**config.mk**
```make
export PLATFORM = sky130hd
export DESIGN_NAME = prefetch_queue
export DESIGN_NICKNAME = d
export VERILOG_FILES = /design/src/rtl/prefetch_queue_pkg.sv /design/src/rtl/prefetch_queue_cam.sv /design/src/rtl/prefetch_queue.sv
export SDC_FILE = /design/constraint.sdc
export NUM_CORES = 1
export LEC_CHECK = 0
export CORE_ASPECT_RATIO = 1.5
export CORE_UTILIZATION = 35
export CTS_CLUSTER_DIAMETER = 40
export DETAILED_ROUTE_END_ITERATION = 8
export SLEW_MARGIN = 10
export SYNTH_ARGS = -nofsm -noshare
export SYNTH_HDL_FRONTEND = slang
export SYNTH_SLANG_ARGS = --single-unit
export TNS_END_PERCENT = 50
```
**constraint.sdc**
```tcl
create_clock -name clk -period 13 [get_ports clk]
set_input_delay 1.95 -clock clk [delete_from_list [all_inputs] [get_ports clk]]
set_output_delay 1.95 -clock clk [all_outputs]
set_load 0.02 [all_outputs]
```
**src/rtl/prefetch_queue_pkg.sv**
```systemverilog
// Shared constants and helpers for the prefetch queue.
// The optional PFQ_STATS_EN statistics counters use STAT_W from here.
package prefetch_queue_pkg;

  localparam int unsigned DEPTH_DEF  = 8;
  localparam int unsigned ADDR_W_DEF = 16;
  localparam int unsigned STAT_W     = 16;

  // Pointer width for a power-of-two depth; at least one bit.
  function automatic int unsigned ptr_w(input int unsigned depth);
    return (depth <= 1) ? 1 : $clog2(depth);
  endfunction

endpackage

```
**src/rtl/prefetch_queue_cam.sv**
```systemverilog
// DEPTH-way equality compare of one key against the slot addresses.
// Only valid slots can hit; the result is one hit bit per slot.
module prefetch_queue_cam #(
  parameter int unsigned DEPTH  = 8,
  parameter int unsigned ADDR_W = 16
) (
  input  logic [ADDR_W-1:0] key_i,
  input  logic [ADDR_W-1:0] slot_addr_i [DEPTH],
  input  logic [DEPTH-1:0]  slot_valid_i,
  output logic [DEPTH-1:0]  hit_o
);

  always_comb begin
    hit_o = '0;
    for (int i = 0; i < DEPTH; i++) begin
      hit_o[i] = slot_valid_i[i] && (slot_addr_i[i] == key_i);
    end
  end

endmodule

```
**src/rtl/prefetch_queue.sv**
```systemverilog
// Circular prefetch queue: duplicate/demand filtering, demand squash, valid/ready issue.
// Define PFQ_STATS_EN to add saturating dup_drops / full_drops / squashes counters.
module prefetch_queue
  import prefetch_queue_pkg::*;
#(
  parameter int unsigned DEPTH  = DEPTH_DEF,
  parameter int unsigned ADDR_W = ADDR_W_DEF,
  localparam int unsigned PTR_W = ptr_w(DEPTH),
  localparam int unsigned CNT_W = PTR_W + 1
) (
  input  logic              clk,
  input  logic              rst,
  input  logic              pf_v,
  input  logic [ADDR_W-1:0] pf_addr,
  input  logic              dem_v,
  input  logic [ADDR_W-1:0] dem_addr,
  output logic              out_v,
  output logic [ADDR_W-1:0] out_addr,
  input  logic              out_ready,
  output logic              full,
  output logic [CNT_W-1:0]  count
`ifdef PFQ_STATS_EN
  ,
  output logic [STAT_W-1:0] dup_drops,
  output logic [STAT_W-1:0] full_drops,
  output logic [STAT_W-1:0] squashes
`endif
);

  // Handshake: a request transfers on a posedge where out_v && out_ready; out_v never
  // depends on out_ready, and out_addr stays stable while out_v && !out_ready.

  logic [ADDR_W-1:0] addr_q [DEPTH];
  logic [ADDR_W-1:0] addr_d [DEPTH];
  logic [DEPTH-1:0]  valid_q, valid_d, squash_q, squash_d;
  logic [PTR_W-1:0]  head_q, head_d, tail_q, tail_d;
  logic [CNT_W-1:0]  count_q, count_d;
  logic [ADDR_W-1:0] hold_q;

  logic [DEPTH-1:0]  pf_hit, dem_hit;
  logic              head_v, head_sq, pop, dup, dem_drop, full_drop, push;

  prefetch_queue_cam #(.DEPTH(DEPTH), .ADDR_W(ADDR_W)) u_dup_cam (
    .key_i        (pf_addr),
    .slot_addr_i  (addr_q),
    .slot_valid_i (valid_q),
    .hit_o        (pf_hit)
  );

  prefetch_queue_cam #(.DEPTH(DEPTH), .ADDR_W(ADDR_W)) u_squash_cam (
    .key_i        (dem_addr),
    .slot_addr_i  (addr_q),
    .slot_valid_i (valid_q),
    .hit_o        (dem_hit)
  );

  assign head_v    = valid_q[head_q];
  assign head_sq   = squash_q[head_q];
  assign pop       = head_v && (head_sq || out_ready);
  assign full      = (count_q == CNT_W'(DEPTH));
  assign dup       = |pf_hit;
  assign dem_drop  = dem_v && (dem_addr == pf_addr);
  assign full_drop = full && !pop;
  assign push      = pf_v && !dup && !dem_drop && !full_drop;

  assign out_v    = head_v && !head_sq;
  // When empty, the last presented address is held rather than a stale slot.
  assign out_addr = head_v ? addr_q[head_q] : hold_q;
  assign count    = count_q;

  // Squash first, then pop, then push: a push into a full queue reuses the popped slot.
  always_comb begin
    addr_d   = addr_q;
    valid_d  = valid_q;
    squash_d = squash_q;
    head_d   = head_q;
    tail_d   = tail_q;
    if (dem_v) begin
      squash_d = squash_q | dem_hit;
    end
    if (pop) begin
      valid_d[head_q]  = 1'b0;
      squash_d[head_q] = 1'b0;
      head_d           = head_q + PTR_W'(1);
    end
    if (push) begin
      valid_d[tail_q]  = 1'b1;
      squash_d[tail_q] = 1'b0;
      addr_d[tail_q]   = pf_addr;
      tail_d           = tail_q + PTR_W'(1);
    end
    count_d = count_q + CNT_W'(push) - CNT_W'(pop);
  end

  always_ff @(posedge clk or posedge rst) begin
    if (rst) begin
      for (int i = 0; i < DEPTH; i++) begin
        addr_q[i] <= '0;
      end
      valid_q  <= '0;
      squash_q <= '0;
      head_q   <= '0;
      tail_q   <= '0;
      count_q  <= '0;
      hold_q   <= '0;
    end else begin
      addr_q   <= addr_d;
      valid_q  <= valid_d;
      squash_q <= squash_d;
      head_q   <= head_d;
      tail_q   <= tail_d;
      count_q  <= count_d;
      hold_q   <= out_addr;
    end
  end

`ifdef PFQ_STATS_EN
  logic [STAT_W-1:0] dup_cnt_q, full_cnt_q, sq_cnt_q;
  logic              dup_inc, full_inc, sq_inc;

  assign dup_inc  = pf_v && (dup || dem_drop);
  assign full_inc = pf_v && !dup && !dem_drop && full_drop;
  assign sq_inc   = pop && head_sq;

  always_ff @(posedge clk or posedge rst) begin
    if (rst) begin
      dup_cnt_q  <= '0;
      full_cnt_q <= '0;
      sq_cnt_q   <= '0;
    end else begin
      if (dup_inc && (dup_cnt_q != '1))   dup_cnt_q  <= dup_cnt_q + STAT_W'(1);
      if (full_inc && (full_cnt_q != '1)) full_cnt_q <= full_cnt_q + STAT_W'(1);
      if (sq_inc && (sq_cnt_q != '1))     sq_cnt_q   <= sq_cnt_q + STAT_W'(1);
    end
  end

  assign dup_drops  = dup_cnt_q;
  assign full_drops = full_cnt_q;
  assign squashes   = sq_cnt_q;
`endif

endmodule

```
* Yosys cells after proc, flatten, opt, wreduce, memory -nomap -nowiden *
Index checks and enable logic that the tools add are counted.

operators by class
  $lt $le $gt $ge = 7
  bitwise logic cells = 9
  $add $sub $neg = 4
  mux-type cells = 20
  equal/unequal tests = 18
  reduce and logical (&&, ||, !) cells = 33

operator list
  cell                                                                   count
  16-bit equality test                                                   17
  128-bit bitwise mux                                                    1
  16-bit two-way mux                                                     4
  16-bit binary-select mux with 3-bit select                             1
  16-bit demux with 3-bit select                                         1
  8-bit two-way mux                                                      5
  1-bit logical AND                                                      26
  8-bit bitwise AND                                                      3
  8-bit NOT                                                              2
  8-bit bitwise OR                                                       2
  4-bit >= comparator, second input constant                             2
  3-bit by 4-bit < comparator with 1-bit output, second input constant   2
  3-bit NOT with 4-bit output                                            2
  8-bit OR reduction                                                     1
  3-bit by 1-bit adder with 3-bit output, second input constant          2
  1-bit binary-select mux with 3-bit select                              2
  1-bit demux with 3-bit select                                          2
  3-bit by 1-bit >= comparator with 1-bit output, second input constant  2
  1-bit zero test                                                        5
  4-bit by 1-bit adder with 4-bit output                                 1
  4-bit equality test, second input constant                             1
  4-bit by 1-bit < comparator with 1-bit output, second input constant   1
  1-bit two-way mux                                                      4
  4-bit by 1-bit subtractor with 4-bit output                            1
  1-bit logical OR                                                       1

word-level totals
  flip-flop bits (word level) = 170

* Longest topological paths before layout *
Gate-level depths: netlist of run 1.

  depth in word-level cells = 10
  depth in mapped cells = 13
  mapped depth without buffers = 11

* By module *
Synthesis of run 1 repeated with hierarchy kept, for this count alone.

second synthesis, totals
  cell total of the unflattened synthesis = 955
  area total of the unflattened synthesis = 11290.8 sq um

by module, submodules not included
  module              sequential area each (sq um)  cells each  times used  area each (sq um)
  prefetch_queue      4254.1                        571         1           8082.8
  prefetch_queue_cam  0.0                           192         2           1604.0

* Worst setup path after synthesis of run 1 *
No wires, ideal clock.

  path kind = input -> register
  start = input pf_addr[10]
  end = register count_q[2] (netlist: count[2])
  arrival = 4.254 ns
  setup slack = 8.624 ns
  stages = 13
  data required time = 12.877 ns
  path buffers = 2
  setup time = 0.123 ns
  cells stage by stage = buf_4 -> buf_2 -> xnor2_1 -> nor4b_1 -> nand3_1 -> o22ai_1 -> or3_1 -> nor3_1 -> a21bo_2 -> ha_1 -> inv_1 -> fa_1 -> xnor2_1

on the way
  longest elaborated chain between the ends = 9
  elaborated cells on any way between the ends = 26

ends and longest elaborated chain
  what                                           line                      source
  start, declared                                prefetch_queue.sv:14      input logic [ADDR_W-1:0] pf_addr,
  16-bit equality test                           prefetch_queue_cam.sv:16  hit_o[i] = slot_valid_i[i] && (slot_addr_i[i] == key_i);
  1-bit logical AND                              prefetch_queue_cam.sv:16
  8-bit OR reduction                             prefetch_queue.sv:61      assign dup = |pf_hit;
  1-bit zero test                                prefetch_queue.sv:64      assign push = pf_v && !dup && !dem_drop && !full_drop;
  1-bit logical AND                              prefetch_queue.sv:64
  1-bit logical AND * (2 in a row)               prefetch_queue.sv:64
  4-bit by 1-bit adder with 4-bit output *       prefetch_queue.sv:92      count_d = count_q + CNT_W'(push) - CNT_W'(pop);
  4-bit by 1-bit subtractor with 4-bit output *  prefetch_queue.sv:92
  named net count_d[2]                           prefetch_queue.sv:37      logic [CNT_W-1:0] count_q, count_d;
  end signal, assigned                           prefetch_queue.sv:112     count_q <= count_d;
  end, declared                                  prefetch_queue.sv:37

Mark *: on every way through the listed nets, which the timed path passes. The rest lies on a longest branch.
A chain may end at the register's enable or synchronous reset.

* Worst setup path after layout of run 1 *
  start = register head_q[0]
  end = output out_addr[9]

on the way
  longest elaborated chain between the ends = 5
  elaborated cells on any way between the ends = 7

ends and longest elaborated chain
  what                                                   line                   source
  start, declared                                        prefetch_queue.sv:36   logic [PTR_W-1:0] head_q, head_d, tail_q, tail_d;
  start signal, assigned                                 prefetch_queue.sv:102  head_q <= '0;
  start signal, assigned                                 prefetch_queue.sv:110  head_q <= head_d;
  3-bit NOT with 4-bit output (implied by the code)      prefetch_queue.sv:68   assign out_addr = head_v ? addr_q[head_q] : hold_q;
  16-bit binary-select mux with 3-bit select             prefetch_queue.sv:68
  16-bit two-way mux (implied by the code) (2 in a row)  prefetch_queue.sv:68
  16-bit two-way mux *                                   prefetch_queue.sv:68
  end, declared                                          prefetch_queue.sv:18   output logic [ADDR_W-1:0] out_addr,

Mark *: on every way between the ends. The rest lies on a longest branch, timed or not. The select of a mux whose other input is x is not followed.

==> run metrics, run 1 <==
run status=complete, no violations; syn_nets=1075; Pre-antenna DRT Iters=6; drt total wl=39.36 mm; period utilization=43.15%; Post-synth ARST share=100.0%; clock root cell=clkbuf_16; Antenna Cells=0; register bit total from synthesis=170; H-tree lvl count=4; Place WS=7172 ps; initial core utilization=35.60%; Req. time, crit path=11050 ps; CTS buffer count=17; multi-input logic area=6843 µm²; Slowest cell on crit path=dfrtp_2; Die Footprint=34050 µm²; RSZ-0062 raised after global routing=false; Routed Antenna Nets=0; initial antenna violation count=0; Initial DRC Count=737; Pleak=5.285 nW; # DRC=0; Final WS setup=7391 ps; core area=32740 µm²; area growth from synthesis to layout=10.98%; most common cell after layout, fill and taps aside=dfrtp_1; VDD IR max=94.80 µV; total grt overflow=0; maxcap violations=0; clock skew=20.17 ps; post-synthesis simple-gate area fraction=12.56%; post-synthesis mux area share=19.74%; worst hold path startpoint=hold_q[10]; postcts setup bufs=0; Reg-to-Reg Start=head_q[2]; FF/Latch Area=4257 µm²; cell count after synthesis=1031; Crit. End Element=output pin; Post-Synth XOR/XNOR Area=20.89%; worst-skew pair later-pin latency=470 ps; Top FF cell, synth=dfrtp_1; Max Root-Sink Buffers=2; Max Fclk=0.1783 GHz; Worst slew margin=18.83%; Routed WL per cell=26.79 µm; crit path kind=reg2out; I/O Buffers=58; Cell variety after synth=53; Synth Area per Inst=11.30 µm²; CP Launch Type=flip-flop; post-synthesis adder-cell area fraction=0.8159%; Row Count=81; crit-path cells=nand2b_1 > nor2_1 > a221oi_1 > o21ai_0 > clkdlybuf4s50_1; Power Density=276.5 nW/µm²; GRT Resource Usage Total=24.33%; register area share after synthesis=36.50%; number of global-route vias before repair=8448; total number of vias=8417; synth warn=0; Final Slew Violations=0; fillers=3136; largest family of logic cells by synthesized area=XOR/XNOR gates; Worst Hold Class=reg2reg; Synth Area in Compound Gates=4.702%; cell area after synthesis=11650 µm²; most frequent cells in the layout=dfrtp_1, xor2_1, xnor2_1; num ports=59; CP max FO=28; CTS tree=done; Critical Path AT=3660 ps; post-detail-place hpwl=28.71 mm; Final TNS setup=0 ps; number of synthesized flops with an enable pin=0; fraction of layout cells with a size suffix above 1=21.35%; Die Height=225.5 µm; Worst-Margin Slew=1214 ps; clock sink count=170; Crit path largest cell delay=870 ps; largest net degree at the start of global routing=71; CP startpoint=head_q[0]; post-CTS sizing=0; global-route wire length before repair=58.44 mm; min Tclk post-route=5609 ps; gp weighted congestion=0.9455; critical path's top delay family=simple AND/OR/NAND/NOR gates; Final setup viols=0; DR vias/cell=5.730; final hold viol count=0; Die Width=151.0 µm; clk slew on worst S/H paths=80 ps; nets=1085; hold_buf cts=0; Bufs and invs on worst path=1
synth_stat cells, types with 5 or more instances:
master	instances	area, µm²
dfrtp_1	170	4254
nor4_1	55	344.1
inv_1	6	22.52
clkbuf_1	12	45.04
buf_1	7	26.28
a31oi_1	8	50.05
mux4_2	20	450.4
buf_2	23	115.1
ha_1	6	75.07
mux2i_1	8	80.08
mux2_4	54	810.8
o21ai_0	23	115.1
xor2_1	164	1436
a21oi_1	11	55.05
nor2_1	33	123.9
nand2_1	46	172.7
nand3b_1	6	45.04
nand3_1	21	105.1
a221oi_1	16	140.1
nor3_1	17	85.08
nand4_1	30	187.7
nor4b_1	6	52.55
buf_6	15	168.9
mux2_2	80	900.9
a22oi_1	5	37.54
buf_4	22	165.2
nand2_4	7	78.83
o22ai_1	10	62.56
xnor2_1	114	998.5
registers in the layout, indices dropped and copies added (netlist names):
signal and cells:
count 4, addr_q 128, hold_q 16, squash_q 8
head_q 3, valid_q 8, tail_q 3
worst reg2reg max path, cell delays in order (launching register included):
cell and delay [ps]:
dfrtp_2 330, buf_4 620, mux4_2 380, mux2i_2 70, buf_4 270, o21bai_4 270
and2_4 250, nor3_1 410, a21bo_2 210, ha_1 150, inv_1 60, fa_1 400
xnor2_1 140
stage by stage:
| step | cell area, µm² | hold slack (ps) | std cells | power, mW | util [%] |
|---|---|---|---|---|---|
| 3_3_place_gp | 12320 | 479.8 | 1437 | 3.014 | 37.65 |
| 6_report | 12930 | 491.1 | 1469 | 3.576 | 39.51 |
| 3_5_place_dp | 12320 | 486.1 | 1437 | 3.026 | 37.65 |
| 5_1_grt | 12930 | 528.4 | 1469 | 3.775 | 39.51 |
| 2_1_floorplan | 11650 | 480.8 | 1031 | 2.374 | - |
| 4_1_cts | 12930 | 500.8 | 1469 | 3.576 | 39.51 |
per-layer routing:
metal / part of all wire (%) / global-route usage (%)
met3: 6.1 / 3.988
met1: 43 / 32.07
met5: 0 / 0
met4: 5.5 / 14.39
met2: 46 / 37.22
final cells by class:
cell class / count / area share (%)
clock buffer: 19 / 3.424
inverter: 6 / 0.2128
multi-input combinational: 775 / 52.90
sequential: 170 / 32.91
tap: 415 / 4.014
clock inverter: 13 / 1.296
timing repair buffer: 71 / 5.243
path summary, 6_finish.rpt:
path                               end  slack (ps)  cells after the start
max in group asynchronous    head_q[2]        9860                      3
min                         hold_q[10]         490                      2
max reg2reg                   count[2]        9360                     12
max                        out_addr[9]        7390                      5
min in group asynchronous   addr_q[19]        1830                      2
min reg2reg                 hold_q[10]         490                      2
kinds of logic after synthesis:
family          after synthesis
buf+inv                      86
compound gates               81
mux                         167
fa+ha+maj                     7
xor+xnor                    278
simple gates                242
flops                       170
report_power, final:
part           internal, mW  switching [mW]
logic                 0.897           0.912
registers             0.787           0.439
clock network         0.309           0.233
total                  1.99            1.58
Power figures use the tool's default switching activity.
==> run 2: changes to the inputs <==
==> constraint.sdc (replaced) <==
create_clock -name clk -period 5.4 [get_ports clk]
set_input_delay 0.81 -clock clk [delete_from_list [all_inputs] [get_ports clk]]
set_output_delay 0.81 -clock clk [all_outputs]
set_load 0.02 [all_outputs]
==> run 2 against run 1 <==
Compared with the run above: die area unchanged; utilization increased by 0.62 points; global-route usage increased by 0.43 points; combinational power increased by 140%; final cell count increased by 1.7%; first-iteration DRC count decreased by 4.6%; sequential power increased by 140%; setup slack got worse by 6600 ps; non-clock buffer count increased by 25; critical endpoint is now out_addr[11].
==> run metrics, run 2 (same netlist as run 1, synthesis figures left out) <==
drt total wl=39.86 mm (was 39.36 mm); Routed WL per cell=26.68 µm (was 26.79 µm); Reg-to-Reg Start=head_q[2] (unchanged); post-detail-place hpwl=29.71 mm (was 28.71 mm); Design Area, Final=13140 µm² (was 12930 µm²); total grt overflow=0 (unchanged); Reg power frac=34.6% (was 34.3%); total number of vias=8458 (was 8417); DR vias/cell=5.661 (was 5.730); min Tclk post-route=4601 ps; Final TNS setup=0 ps (unchanged); max reg flops=128 (unchanged); final hold viol count=0 (unchanged); Req. time, crit path=4590 ps (was 11050 ps); Row Count=81 (unchanged); clock root cell=clkbuf_16 (unchanged); most frequent cells in the layout=dfrtp_1, xor2_1, xnor2_1 (unchanged); crit-path cells=buf_4 > nor3_1 > buf_4 > a221oi_1 > o21ai_0 > clkdlybuf4s50_1 (was nand2b_1 > nor2_1 > a221oi_1 > o21ai_0 > clkdlybuf4s50_1); Post-Layout Cell Count=1494 (was 1469); register bank with the most flops=addr_q (unchanged); most common cell after layout, fill and taps aside=dfrtp_1 (unchanged); clk slew on worst S/H paths=60 ps (was 80 ps); Crit path largest cell delay=1040 ps (was 870 ps); clock sink count=170 (unchanged); Pleak=5.401 nW (was 5.285 nW); combinational share of power=50.6% (about the same); CP max FO=39 (was 28); Bufs and invs on worst path=3 (was 1); CP Launch Type=flip-flop (unchanged); period utilization=85.21%; VDD IR max=249.5 µV (was 94.80 µV); CP startpoint=head_q[2] (was head_q[0]); nets=1110 (was 1085); Slowest cell on crit path=dfrtp_2 (unchanged); core area=32740 µm² (unchanged); Routed Antenna Nets=0 (unchanged); initial core utilization=35.60% (unchanged); CTS buffer count=17 (unchanged); Max Root-Sink Buffers=2 (unchanged); Final setup viols=0 (unchanged); Initial DRC Count=703 (was 737); fillers=3118 (was 3136); multi-input logic area=6852 µm² (was 6843 µm²); Worst R2R Setup Slack=1290 ps (was 9360 ps); Die Height=225.5 µm (unchanged); number of global-route vias before repair=8724 (was 8448); Sw Ratio=44.31% (was 44.30%); hold_buf cts=0 (unchanged); Crit path depth=6 (was 5); area post-placement=12530 µm² (was 12320 µm²); clock skew=13.56 ps (was 20.17 ps); Die Width=151.0 µm (unchanged); area growth from synthesis to layout=12.72% (was 10.98%); FF/Latch Area=4257 µm² (unchanged); largest net degree at the start of global routing=171 (was 71); H-tree lvl count=4 (unchanged); worst-skew pair later-pin latency=460 ps (was 470 ps); hold_ws=494.8 ps (was 491.1 ps); Overall Power=8.651 mW (was 3.576 mW); reg2reg end=count[1] (was count[2]); fraction of layout cells with a size suffix above 1=23.08% (was 21.35%); Power Density=658.5 nW/µm² (was 276.5 nW/µm²); Worst Setup EP=out_addr[11] (was out_addr[9]); Worst slew margin=22.52% (was 18.83%); CTS tree=done (unchanged); Die Footprint=34050 µm² (unchanged); Worst-Margin Slew=1162 ps (was 1214 ps); Antenna Cells=0 (unchanged); num ports=59 (unchanged); # DRC=0 (unchanged); critical path's top delay family=buffers and inverters (was simple AND/OR/NAND/NOR gates); I/O Buffers=58 (unchanged); initial antenna violation count=0 (unchanged); maxcap violations=0 (unchanged); Max Fclk=0.2173 GHz; crit path kind=reg2out (unchanged); Clk pwr share=14.8% (was 15.1%); GRT Resource Usage Total=24.76% (was 24.33%); Pre-antenna DRT Iters=5 (was 6); Worst Hold Class=reg2reg (unchanged); sw power=3.833 mW (was 1.584 mW); post-CTS sizing=0 (unchanged); global-route wire length before repair=59.47 mm (was 58.44 mm); dpl cells=1462 (was 1437); postcts setup bufs=0 (unchanged); Worst path most repeated cell=buf_4; cell internal pwr=4.818 mW (was 1.992 mW); gp weighted congestion=0.9970 (was 0.9455); Critical Path AT=3790 ps (was 3660 ps); r2r worst-path depth=10 (was 12); RSZ-0062 raised after global routing=false (unchanged); biggest regs=addr_q x128, hold_q x16 (unchanged); run status=complete, no violations (unchanged); Final Slew Violations=0 (unchanged); Crit. End Element=output pin (unchanged)
-- run 2: cell types whose count changed in the layout (fill, tap and decap cells not counted) --
cell	previous run	this run
inv_6	3	0
buf_12	0	1
clkinvlp_4	2	4
clkbuf_1	1	2
mux2i_2	1	0
clkinv_4	4	2
mux2i_4	0	1
clkinv_2	2	3
clkbuf_8	1	2
buf_4	13	37
-- run 2: layout make-up --
type	count	area share (%)
clock inverter	11	1.105
timing repair buffer	96	6.686
inverter	6	0.2000
sequential	170	32.40
tap	415	3.952
clock buffer	21	3.505
multi-input combinational	775	52.15
-- run 2: stage by stage --
stage                     worst slack [ps]  utilization, %
after floorplan                       2164               -
after global placement               716.0           38.28
after detailed placement             657.5           38.28
after CTS                            907.5           40.13
after global routing                 662.6           40.13
final                                798.8           40.13
-- run 2: worst min-delay path, delay by kind of cell (launching register included) --
| family | cells | cell delay [ps] |
|---|---|---|
| flops | 1 | 320 |
| simple gates | 1 | 40 |
| compound gates | 1 | 90 |
-- run 2: power by group through the flow --
stage / clock network [mW] / logic, mW / registers (mW)
floorplan: 0 / 3.21 / 2.51
global placement: 0 / 4.32 / 2.98
finish: 1.28 / 4.38 / 2.99
detailed placement: 0 / 4.34 / 2.99
global route: 1.35 / 4.70 / 3.07
CTS: 1.30 / 4.36 / 2.97
-- run 2: worst min path at each step --
stage / start / end / slack (ps) / cells after the start
finish: hold_q[9] / hold_q[9] / 490 / 2
global route: hold_q[3] / hold_q[3] / 540 / 2
CTS: hold_q[1] / hold_q[1] / 500 / 2
detailed placement: hold_q[1] / hold_q[1] / 480 / 2
global placement: hold_q[14] / hold_q[14] / 480 / 2
floorplan: valid_q[5] / valid_q[5] / 480 / 2
-- run 2: per-layer routing --
layer	GRT usage [%]	share of wire [%]	vias to the layer above
li1	-	-	3744
met1	31.68	42	4281
met2	39.35	47	329
met3	3.279	4.9	104
met4	15.06	5.9	0
met5	0	0	-
